[src/rtl/apb_master_fsm.sv]
// APB requester: turns a valid/ready command into APB SETUP/ACCESS transfers
// and reports completion, slave error and wait-state timeout on a response strobe.
module apb_master_fsm #(
    parameter int unsigned DATA_WIDTH = 32,
    parameter int unsigned ADDR_WIDTH = 32,
    parameter int unsigned TIMEOUT    = 16
) (
    input  logic                  PCLK,
    input  logic                  PRESET,
    input  logic                  cmd_valid,
    output logic                  cmd_ready,
    input  logic                  cmd_write,
    input  logic [ADDR_WIDTH-1:0] cmd_addr,
    input  logic [DATA_WIDTH-1:0] cmd_wdata,
    output logic                  rsp_valid,
    output logic [DATA_WIDTH-1:0] rsp_rdata,
    output logic                  rsp_err,
    output logic                  rsp_timeout,
    output logic [ADDR_WIDTH-1:0] PADDR,
    output logic                  PSEL,
    output logic                  PENABLE,
    output logic                  PWRITE,
    output logic [DATA_WIDTH-1:0] PWDATA,
    input  logic [DATA_WIDTH-1:0] PRDATA,
    input  logic                  PREADY,
    input  logic                  PSLVERR
);

    localparam int unsigned CNT_W = (TIMEOUT < 1) ? 1 : $clog2(TIMEOUT + 1);
    localparam logic [CNT_W-1:0] LAST_WAIT = CNT_W'((TIMEOUT == 0) ? 0 : TIMEOUT - 1);

    typedef enum logic [1:0] {
        IDLE,
        SETUP,
        ACCESS
    } state_t;

    state_t           state;
    state_t           state_next;
    logic [CNT_W-1:0] wait_cnt;
    logic             accept;
    logic             done;
    logic             expire;

    assign cmd_ready = !PRESET && ((state == IDLE) || (state == ACCESS && PREADY));
    assign accept    = cmd_valid && cmd_ready;
    assign done      = (state == ACCESS) && PREADY;
    // Abort on the edge that would record the TIMEOUT-th stalled ACCESS cycle.
    assign expire    = (TIMEOUT != 0) && (state == ACCESS) && !PREADY && (wait_cnt == LAST_WAIT);

    always_ff @(posedge PCLK or posedge PRESET) begin
        if (PRESET) begin
            state <= IDLE;
        end else begin
            state <= state_next;
        end
    end

    always_comb begin
        state_next = state;
        unique case (state)
            IDLE: begin
                if (accept) state_next = SETUP;
            end
            SETUP: begin
                state_next = ACCESS;
            end
            ACCESS: begin
                if (done) state_next = accept ? SETUP : IDLE;
                else if (expire) state_next = IDLE;
            end
            default: state_next = IDLE;
        endcase
    end

    always_ff @(posedge PCLK or posedge PRESET) begin
        if (PRESET) begin
            PSEL        <= 1'b0;
            PENABLE     <= 1'b0;
            PWRITE      <= 1'b0;
            PADDR       <= '0;
            PWDATA      <= '0;
            rsp_valid   <= 1'b0;
            rsp_err     <= 1'b0;
            rsp_timeout <= 1'b0;
            rsp_rdata   <= '0;
            wait_cnt    <= '0;
        end else begin
            rsp_valid   <= 1'b0;
            rsp_timeout <= 1'b0;
            if (state == SETUP) begin
                PENABLE <= 1'b1;
            end
            if (done) begin
                rsp_valid <= 1'b1;
                rsp_err   <= PSLVERR;
                rsp_rdata <= PWRITE ? '0 : PRDATA;
                PSEL      <= 1'b0;
                PENABLE   <= 1'b0;
            end
            if (expire) begin
                rsp_valid   <= 1'b1;
                rsp_err     <= 1'b1;
                rsp_timeout <= 1'b1;
                rsp_rdata   <= '0;
                PSEL        <= 1'b0;
                PENABLE     <= 1'b0;
            end else if (TIMEOUT != 0 && state == ACCESS && !PREADY) begin
                wait_cnt <= wait_cnt + CNT_W'(1);
            end
            // A back-to-back accept overrides the completion's bus release.
            if (accept) begin
                PSEL     <= 1'b1;
                PENABLE  <= 1'b0;
                PWRITE   <= cmd_write;
                PADDR    <= cmd_addr;
                PWDATA   <= cmd_write ? cmd_wdata : '0;
                wait_cnt <= '0;
            end
        end
    end

endmodule
[config.mk]
export PLATFORM = sky130hd
export DESIGN_NAME = apb_master_fsm
export DESIGN_NICKNAME = d
export VERILOG_FILES = /design/src/rtl/apb_master_fsm.sv
export SDC_FILE = /design/constraint.sdc
export NUM_CORES = 1
export LEC_CHECK = 0
export ABC_AREA = 1
export BUFFER_PORTS_ARGS = -buffer_cell sky130_fd_sc_hd__buf_2
export CAP_MARGIN = 20
export CORE_MARGIN = 2
export CORE_UTILIZATION = 40
export CTS_CLUSTER_SIZE = 25
export DETAILED_ROUTE_END_ITERATION = 8
export PLACE_DENSITY = 0.66
export SLEW_MARGIN = 20
export SYNTH_ARGS = -nofsm -noshare
export SYNTH_HDL_FRONTEND = slang
export SYNTH_SLANG_ARGS = --single-unit
[constraint.sdc]
create_clock -name PCLK -period 6.5 [get_ports PCLK]
set_input_delay 0.975 -clock PCLK [delete_from_list [all_inputs] [get_ports PCLK]]
set_output_delay 0.975 -clock PCLK [all_outputs]
set_load 0.02 [all_outputs]
==> results of run 1 <==
## cells in the mapped netlist
cell        n
ha_1        2
nand3_2     1
a21oi_1     1
inv_1      10
nor2_1      1
nand2_1   252
nand2_2     3
nand3_1    37
inv_2       2
dfrtp_1   109
o21ai_2     8
o21ai_1    14
nor2_4      2
buf_2       6
o21ai_0    10
nor2_2      1
buf_6       8
nand4_1     4
clkbuf_1    5
or2_2       1
buf_4       8
nor3_1      2
## through the flow
| stage | power [mW] | util (%) | hold slack, ps | area (um^2) |
|---|---|---|---|---|
| 5_1_grt | 1.97 | 52.0 | 504 | 5640 |
| 4_1_cts | 1.88 | 52.0 | 490 | 5640 |
| 3_3_place_gp | 1.46 | 50.3 | 455 | 5450 |
| 6_report | 1.85 | 52.0 | 480 | 5640 |
| 2_1_floorplan | 1.25 | - | 442 | 4430 |
| 3_5_place_dp | 1.47 | 50.3 | 461 | 5450 |
## routing by layer
| layer | part of all wire, % | routed length (um) |
|---|---|---|
| met4 | 2.3 | 245 |
| met1 | 43 | 4570 |
| met2 | 49 | 5170 |
| met3 | 5.4 | 574 |
| met5 | 0 | 0 |
## cells by family (layout without fill, tap and decap cells)
| family | after synthesis | after routing |
|---|---|---|
| and+or+nand+nor | 304 | 304 |
| buffers and inverters | 39 | 234 |
| adders and majority gates | 2 | 2 |
| AOI/OAI and AO/OA | 33 | 33 |
| DFF | 109 | 109 |
## power breakdown
part | internal [mW] | total [mW] | leakage, nW | switching, mW
sequential | 0.820 | 0.900 | 1.40 | 0.0799
combinational | 0.188 | 0.550 | 1.79 | 0.362
clock | 0.188 | 0.399 | 0.0964 | 0.211
## registers in the layout, summed over array words and instances, names as in the netlist
name         cells
PADDR           32
PENABLE          1
PSEL             1
PWDATA          32
PWRITE           1
rsp_err          1
rsp_rdata       32
rsp_timeout      1
rsp_valid        1
state            2
wait_cnt         5
## cell type report
cell class / count / share of cell area (%)
inverters: 12 / 0.843
flip-flops and latches: 109 / 48.4
well taps: 140 / 3.11
multi-input cells: 339 / 25.9
clock inverters: 4 / 0.843
clock buffers: 12 / 2.57
repair buffers: 206 / 18.4
## path summary, 6_finish.rpt
| path | from | to | slack (ps) | cells after the start |
|---|---|---|---|---|
| max | PREADY | PADDR[17] | 3780 | 8 |
| min | PADDR[13] | PADDR[13] | 480 | 2 |
| max reg2reg | state[0] | PADDR[17] | 4080 | 6 |
| min reg2reg | PADDR[13] | PADDR[13] | 480 | 2 |
| max in group asynchronous | PRESET | PADDR[20] | 4590 | 3 |
| min in group asynchronous | PRESET | rsp_rdata[30] | 640 | 2 |
## critical path: cells and delay by family
family / cells / cell delay [ps]
buffers and inverters: 4 / 1410
AND/OR/NAND/NOR: 4 / 470
==> results.cfg, run 1 <==
[yosys]
synth.yosys.seq_area_share_pct = 61.6
synth_nets = 591
yosys.area_share.simple_pct = 27.9
synth_xor_xnor_area_share_pct = 0
synth_seq_cells = 109
synthesis.area_mm2 = 0.00443
synth-compound-area-share_pct = 4.41
synth_top_family_by_area = simple AND/OR/NAND/NOR gates
synth_fa_ha_area_share_pct = 0.565
yosysTopAreaCell = dfrtp_1
avgSynthCellArea_um2 = 9.09
ys_types = 22
postSynthCellCount = 487
yosys_warnings = 0
synth.area.mux_share_pct = 0
synth_area_leaders = dfrtp_1 62%, nand2_1 21%, nand3_1 4.2%, buf_6 2.0%, o21ai_1 1.6%
yosysTopAreaCellShare_pct = 61.6

[die]
start_util_pct = 40.8
io_pins = 205
die_h_um = 109
coreArea_mm2 = 0.0108
die_area_mm2 = 0.0119
rows = 38
die_x_um = 109

[setup_path]
crit_required_ps = 6750
crit_slowest_cell = buf_4
crit_top_cell = nand2_1
critPathKind = in -> reg
slowest_delay_ps = 730
cp_cell_sequence = buf_2 -> inv_2 -> nand2_1 -> nand3_4 -> buf_4 -> inv_2 -> nand2_1 -> nand2_1
start_kind = input port
critPathCaptureType = register
crit_fanout = 103
worst-endpoint-arrival_ps = 2970

[place]
dp_cells = 806
io_buffers = 204
dp_hpwl_mm = 7.34
dp_slack_ps = 3400
gp_congestion = 0.771

[finish]
layout.nets = 781
multi_input_area_mm2 = 0.00146
syn2layout_area_growth_pct = 27.5
fin_cells = 822
insertedDiodeCount = 0
mostFrequentLayoutCells = 252 x nand2_1, 204 x buf_2, 109 x dfrtp_1
fill_cells = 1062
layout-drive-gt1-share_pct = 35.0
final_common_cell = nand2_1
sequential_cell_area_mm2 = 0.00273

[clock_network]
tritoncts = yes
post_cts_buffers = 0
clk_latency_ps = 360
h-tree-depth = 3
post_cts_resized = 0
root_buffer = clkbuf_8
path_clk_slew_ps = 90
numCtsBuffers = 9
cts.hold.buffers_added = 0
clock-sinks = 109
clock_path_buffers = 2

[power_and_ir_drop]
leakage_nw = 3.28
peakVddDrop_mv = 0.142
p_per_area_mw_per_mm2 = 328

[timing]
tightest_slew_ps = 1020
finalHoldViolCount = 0
setup_ws_ps = 3780
tns_ps = 0
fin_skew_ps = 9.48
rsz0062_at_grt = false
period_share_pct = 41.9
layout_min_cycle_time_ps = 2720
setup_viol = 0
max_slew_margin_pct = 32.3
fmax_mhz = 368
maxSlewViolCount = 0

[global_route]
grt_pass1_vias = 3518
grt-ovfl-total = 0
grt_max_degree = 104
grt.met1_usage_pct = 22.8
gr-usage-met3_pct = 2.93
antenna_found_initial = 0
grt_pass1_wl_mm = 16.5
top_usage_layer = met2
grt_use_total_pct = 17.8
grt_use_met2_pct = 29.4

[route]
dr.pass1.iters = 4
vias_per_cell = 4.62
routedWlPerCell_um = 12.8
first_iter_violations = 215
antenna_left = 0
num_vias = 3798
drc = 0
finalWirelength_mm = 10.6

[min_path]
hp-class = reg -> reg

[job]
maxCapViolCount = 0

[status]
status = finished clean
(Power assumes the default switching activity.)
==> inputs of run 2 (changes only) <==
--- a/config.mk
+++ b/config.mk
@@ -5,14 +5,14 @@
 export SDC_FILE = /design/constraint.sdc
 export NUM_CORES = 1
 export LEC_CHECK = 0
-export ABC_AREA = 1
+export ABC_AREA = 0
 export BUFFER_PORTS_ARGS = -buffer_cell sky130_fd_sc_hd__buf_2
 export CAP_MARGIN = 20
 export CORE_MARGIN = 2
 export CORE_UTILIZATION = 40
 export CTS_CLUSTER_SIZE = 25
 export DETAILED_ROUTE_END_ITERATION = 8
-export PLACE_DENSITY = 0.66
+export PLACE_DENSITY = 0.69
 export SLEW_MARGIN = 20
 export SYNTH_ARGS = -nofsm -noshare
 export SYNTH_HDL_FRONTEND = slang
==> constraint.sdc (replaced) <==
create_clock -name PCLK -period 2.5 [get_ports PCLK]
set_input_delay 0.375 -clock PCLK [delete_from_list [all_inputs] [get_ports PCLK]]
set_output_delay 0.375 -clock PCLK [all_outputs]
set_load 0.02 [all_outputs]
==> run 2 against run 1 <==
Compared with the run above: clock power rose by 140%; largest cell class unchanged; critical endpoint is now wait_cnt[2]; flip-flop and latch count is the same; non-clock buffer count rose by 6.
==> results.cfg, run 2 <==
[status]
status = finished clean

[min_path]
hp-class = in -> reg
hold_depth = 2
min-delay-start = PSLVERR

[power_and_ir_drop]
seqPwrFrac_pct = 48.7
swShare_pct = 34.8
peakVddDrop_mv = 0.418
p_clk_share_pct = 19.3
finalPower_mw = 4.87
power.internal_mw = 3.18
combPwrFrac_pct = 32.0
leakage_nw = 3.01
p_per_area_mw_per_mm2 = 859
p_sw_mw = 1.69

[clock_network]
clk_latency_ps = 350
post_cts_buffers = 0
cts.hold.buffers_added = 1
h-tree-depth = 3
clock_path_buffers = 2
tritoncts = yes
root_buffer = clkbuf_8
numCtsBuffers = 9
clock-sinks = 109
path_clk_slew_ps = 90
post_cts_resized = 0

[yosys]
yosysTopAreaCellShare_pct = 63.2
ys_types = 27
ys.flop_type = dfrtp_1
postSynthCellCount = 324
synthesis.area_mm2 = 0.00432
synth_seq_cells = 109
synth.most_common_cell = dfrtp_1
synth.yosys.seq_area_share_pct = 63.2
synth_nets = 428
synth_edf_count = 0
yosys_warnings = 0
synth_area_leaders = dfrtp_1 63%, mux2i_1 7.9%, mux2_1 7.8%, a22o_1 6.5%, inv_1 3.2%
yosys-top-cells-count = 109 x dfrtp_1, 37 x inv_1, 34 x mux2i_1
async_flop_share_pct = 100
avgSynthCellArea_um2 = 13.3
yosysTopAreaCell = dfrtp_1

[global_route]
grt_max_degree = 69
grt_pass1_vias = 3325
grt_pass1_wl_mm = 15.2
grt-ovfl-total = 0
antenna_found_initial = 0
grt_use_total_pct = 16.4

[die]
die_x_um = 108
die_h_um = 108
io_pins = 205
coreArea_mm2 = 0.0104
die_area_mm2 = 0.0116
start_util_pct = 41.5
rows = 37

[timing]
max_slew_margin_pct = 61.0
setup_viol = 0
period_share_pct = 80.9
tightest_slew_ps = 585
maxSlewViolCount = 0
hold_ws_ps = 230
fmax_mhz = 495
tns_ps = 0
fin_skew_ps = 7.83
rsz0062_at_grt = false
setup_ws_ps = 478
finalHoldViolCount = 0
layout_min_cycle_time_ps = 2020

[setup_path]
cp_cell_sequence = ha_1 -> and3_1 -> ha_1 -> nor4b_4 -> nor2_1 -> nor4_1
worst-endpoint-arrival_ps = 2270
crit_buf_inv = 0
r2r-start = wait_cnt[0]
critPathKind = reg -> reg
crit_top_cell = ha_1
reg2regPathDepth = 6
startpoint = wait_cnt[0]
slowest_delay_ps = 470
path_depth = 6
crit_required_ps = 2750
critPathCaptureType = register
crit_slowest_cell = nor4b_4
critPathTopFamily = simple AND/OR/NAND/NOR gates
crit_fanout = 8
start_kind = register

[finish]
top_regs = PADDR x32, PWDATA x32, rsp_rdata x32
syn2layout_area_growth_pct = 31.3
mostFrequentLayoutCells = 204 x buf_2, 109 x dfrtp_1, 36 x inv_1
fin_cells = 670
layout.nets = 633
final_common_cell = buf_2
layout-drive-gt1-share_pct = 43.6
fill_cells = 935
postLayoutCoreUtil_pct = 54.4
fin_area_mm2 = 0.00567
insertedDiodeCount = 0

[route]
first_iter_violations = 148
num_vias = 3134
vias_per_cell = 4.68
dr.pass1.iters = 4
antenna_left = 0
finalWirelength_mm = 9.36
routedWlPerCell_um = 14.0
drc = 0

[place]
dp_cells = 653
dp_slack_ps = 445
gp_congestion = 0.747
dp_hpwl_mm = 6.73
dpl-instance-area_mm2 = 0.00549
io_buffers = 204

[job]
maxCapViolCount = 0
-- run 2: cell families (layout without fill, tap and decap cells) --
family	after synthesis	in the layout	share of synthesized area, %
buffers and inverters	55	265	6.17
multiplexers	67	67	16.5
adder cells (fa/ha/maj)	2	2	0.579
flip-flops	109	109	63.2
AND/OR/NAND/NOR	51	51	5.85
XOR/XNOR	1	1	0.203
AO/OA/AOI/OAI	39	39	7.56
-- run 2: cell type report --
type	instances	area [um^2]	share of cell area, %
timing repair buffer	212	1120	19.8
sequential	109	2730	48.1
tap	136	170	3.00
clock buffer	12	145	2.56
inverter	37	143	2.52
multi-input combinational	160	1340	23.6
clock inverter	4	23.8	0.419
-- run 2: layer usage --
| metal | up-vias | share of wire [%] | GRT usage, % |
|---|---|---|---|
| met5 | - | 0 | 0 |
| met4 | 0 | 2.2 | 7.60 |
| met3 | 14 | 7.8 | 3.87 |
| met2 | 116 | 49 | 28.5 |
| met1 | 1505 | 41 | 19.3 |
| li1 | 1499 | - | - |
-- run 2: final timing paths --
path,end,slack [ps]
worst max-delay path,wait_cnt[2],480
min in group asynchronous,rsp_timeout,520
max in group asynchronous,PSEL,1420
worst min-delay path,rsp_err,230
worst min register to register,PADDR[24],490
worst max register to register,wait_cnt[2],480
-- run 2: power by group through the flow --
stage	registers [mW]	logic [mW]	clock network, mW
after floorplan	2.90	0.471	0
after global placement	2.39	1.56	0
after detailed placement	2.41	1.58	0
after CTS	2.38	1.59	0.992
after global routing	2.43	1.69	1.05
final	2.37	1.56	0.941
-- run 2: worst reg2reg max path: stages (launching register included) --
cell	delay, ps
dfrtp_1	420
ha_1	240
and3_1	190
ha_1	240
nor4b_4	470
nor2_1	80
nor4_1	290
==> inputs of run 3 (changes only) <==
--- a/config.mk
+++ b/config.mk
@@ -12,7 +12,7 @@
 export CORE_UTILIZATION = 40
 export CTS_CLUSTER_SIZE = 25
 export DETAILED_ROUTE_END_ITERATION = 8
-export PLACE_DENSITY = 0.69
+export PLACE_DENSITY = 0.67
 export SLEW_MARGIN = 20
 export SYNTH_ARGS = -nofsm -noshare
 export SYNTH_HDL_FRONTEND = slang
==> constraint.sdc (replaced) <==
create_clock -name PCLK -period 2.1 [get_ports PCLK]
set_input_delay 0.315 -clock PCLK [delete_from_list [all_inputs] [get_ports PCLK]]
set_output_delay 0.315 -clock PCLK [all_outputs]
set_load 0.02 [all_outputs]
==> run 3 against run 2 <==
Compared with the run above: via count increased by 1.2%; utilization increased by 0.22 points; combinational power increased by 19%; fmax increased by 5.0%; flip-flop and latch count unchanged; final area increased by 0.40%; worst setup slack got worse by 300 ps; clock skew increased by 5.3 ps; count of clock-buffer cells in the layout decreased by 1; first-iteration DRC count decreased by 5.4%; sequential power increased by 19%; non-clock buffer count increased by 1; critical endpoint unchanged.
==> results.cfg, run 3 (synthesized netlist as in run 2, its figures left out) <==
[clock_network]
post_cts_buffers = 0
cts.hold.buffers_added = 0
clock_path_buffers = 2
h-tree-depth = 3
path_clk_slew_ps = 110
tritoncts = yes
clk_latency_ps = 360
numCtsBuffers = 9
post_cts_resized = 0
root_buffer = clkbuf_8
clock-sinks = 109

[route]
first_iter_violations = 140
finalWirelength_mm = 9.38
num_vias = 3172
dr.pass1.iters = 4
route.met2.wl_mm = 4.67
wl_met1_mm = 3.89
antenna_left = 0
highest_layer = met4
drc = 0
met3WireLength_um = 638
vias_per_cell = 4.73
routedWlPerCell_um = 14.0

[power_and_ir_drop]
p_per_area_mw_per_mm2 = 1030
peakVddDrop_mv = 0.470
leakage_nw = 3.02

[die]
start_util_pct = 41.5
io_pins = 205
die_area_mm2 = 0.0116
coreArea_mm2 = 0.0104
die_x_um = 108
die_h_um = 108
rows = 37

[timing]
fmax_mhz = 519
tns_ps = 0
period_share_pct = 91.7
rsz0062_at_grt = false
fin_skew_ps = 13.1
setup_viol = 0
max_slew_margin_pct = 61.4
maxSlewViolCount = 0
layout_min_cycle_time_ps = 1930
tightest_slew_ps = 579
finalHoldViolCount = 0

[finish]
fin_area_mm2 = 0.00569
syn2layout_area_growth_pct = 31.8
mostFrequentLayoutCells = 204 x buf_2, 109 x dfrtp_1, 36 x inv_1
final_common_cell = buf_2
insertedDiodeCount = 0
layout-drive-gt1-share_pct = 44.1
top_regs = PADDR x32, PWDATA x32, rsp_rdata x32
fill_cells = 928
layout.nets = 634

[place]
dp_hpwl_mm = 6.81
io_buffers = 204
dpl-instance-area_mm2 = 0.00550
gp_congestion = 0.740

[global_route]
grt_pass1_vias = 3230
grt-ovfl-total = 0
grt_use_total_pct = 16.0
grt_max_degree = 68
grt_pass1_wl_mm = 14.8
antenna_found_initial = 0

[setup_path]
critPathCaptureType = register
r2r-start = wait_cnt[0]
startpoint = wait_cnt[0]
worst-endpoint-arrival_ps = 2180
crit_fanout = 8
start_kind = register
critPathKind = reg -> reg
crit_required_ps = 2350

[status]
status = finished clean

[min_path]
hp-class = in -> async

[job]
maxCapViolCount = 0
-- run 3: cell types whose count changed in the layout (fill, tap and decap cells not counted) --
cell	change
clkinvlp_4	+1
clkbuf_1	-1
inv_8	+1
dlygate4sd3_1	-1
buf_4	+2
clkinv_2	-3
clkinv_4	+2
-- run 3: path summary, 6_finish.rpt --
| path | endpoint | cells past startpoint | slack [ps] |
|---|---|---|---|
| setup / recovery | wait_cnt[2] | 7 | 170 |
| hold reg to reg | PSEL | 1 | 480 |
| max in group asynchronous | PWDATA[6] | 3 | 1470 |
| setup reg to reg | wait_cnt[2] | 7 | 170 |
| hold / removal | rsp_rdata[15] | 2 | 20 |
| min in group PCLK | rsp_rdata[26] | 2 | 160 |
-- run 3: critical path, stage by stage, from the launching register on --
cell and delay, ps:
dfrtp_1 420, ha_1 220, and3_1 180, ha_1 230
nor4b_4 270, buf_4 200, nor2_1 50, nor4_1 250
-- run 3: metrics by stage --
stage               cells  hold slack (ps)  total power [mW]  worst slack (ps)  util (%)
detailed placement    654              415              4.76              64.7      52.8
finish                671             16.9              5.89               173      54.7
global route          671             24.6              6.24              66.1      54.7
global placement      654              406              4.70               182      52.8
floorplan             324              441              4.01               308         -
CTS                   670             12.9              5.98              71.8      54.6
-- run 3: cell type report --
class	count	area (um^2)	area share, %
Clock inverter	5	45.0	0.791
Timing Repair Buffer	213	1130	19.8
Multi-Input combinational cell	160	1340	23.5
Tap cell	136	170	2.99
Clock buffer	11	141	2.48
Sequential cell	109	2730	47.9
Inverter	37	143	2.51
-- run 3: routing by layer --
metal	track usage, %	up-vias
li1	-	1503
met1	19.2	1531
met2	27.2	123
met3	3.93	15
met4	7.33	0
met5	0	-
-- run 3: report_power, final --
group	internal (mW)	switching (mW)	total (mW)	leakage (nW)
logic	0.745	1.12	1.86	1.56
registers	2.58	0.246	2.82	1.37
clock network	0.481	0.722	1.20	0.0916
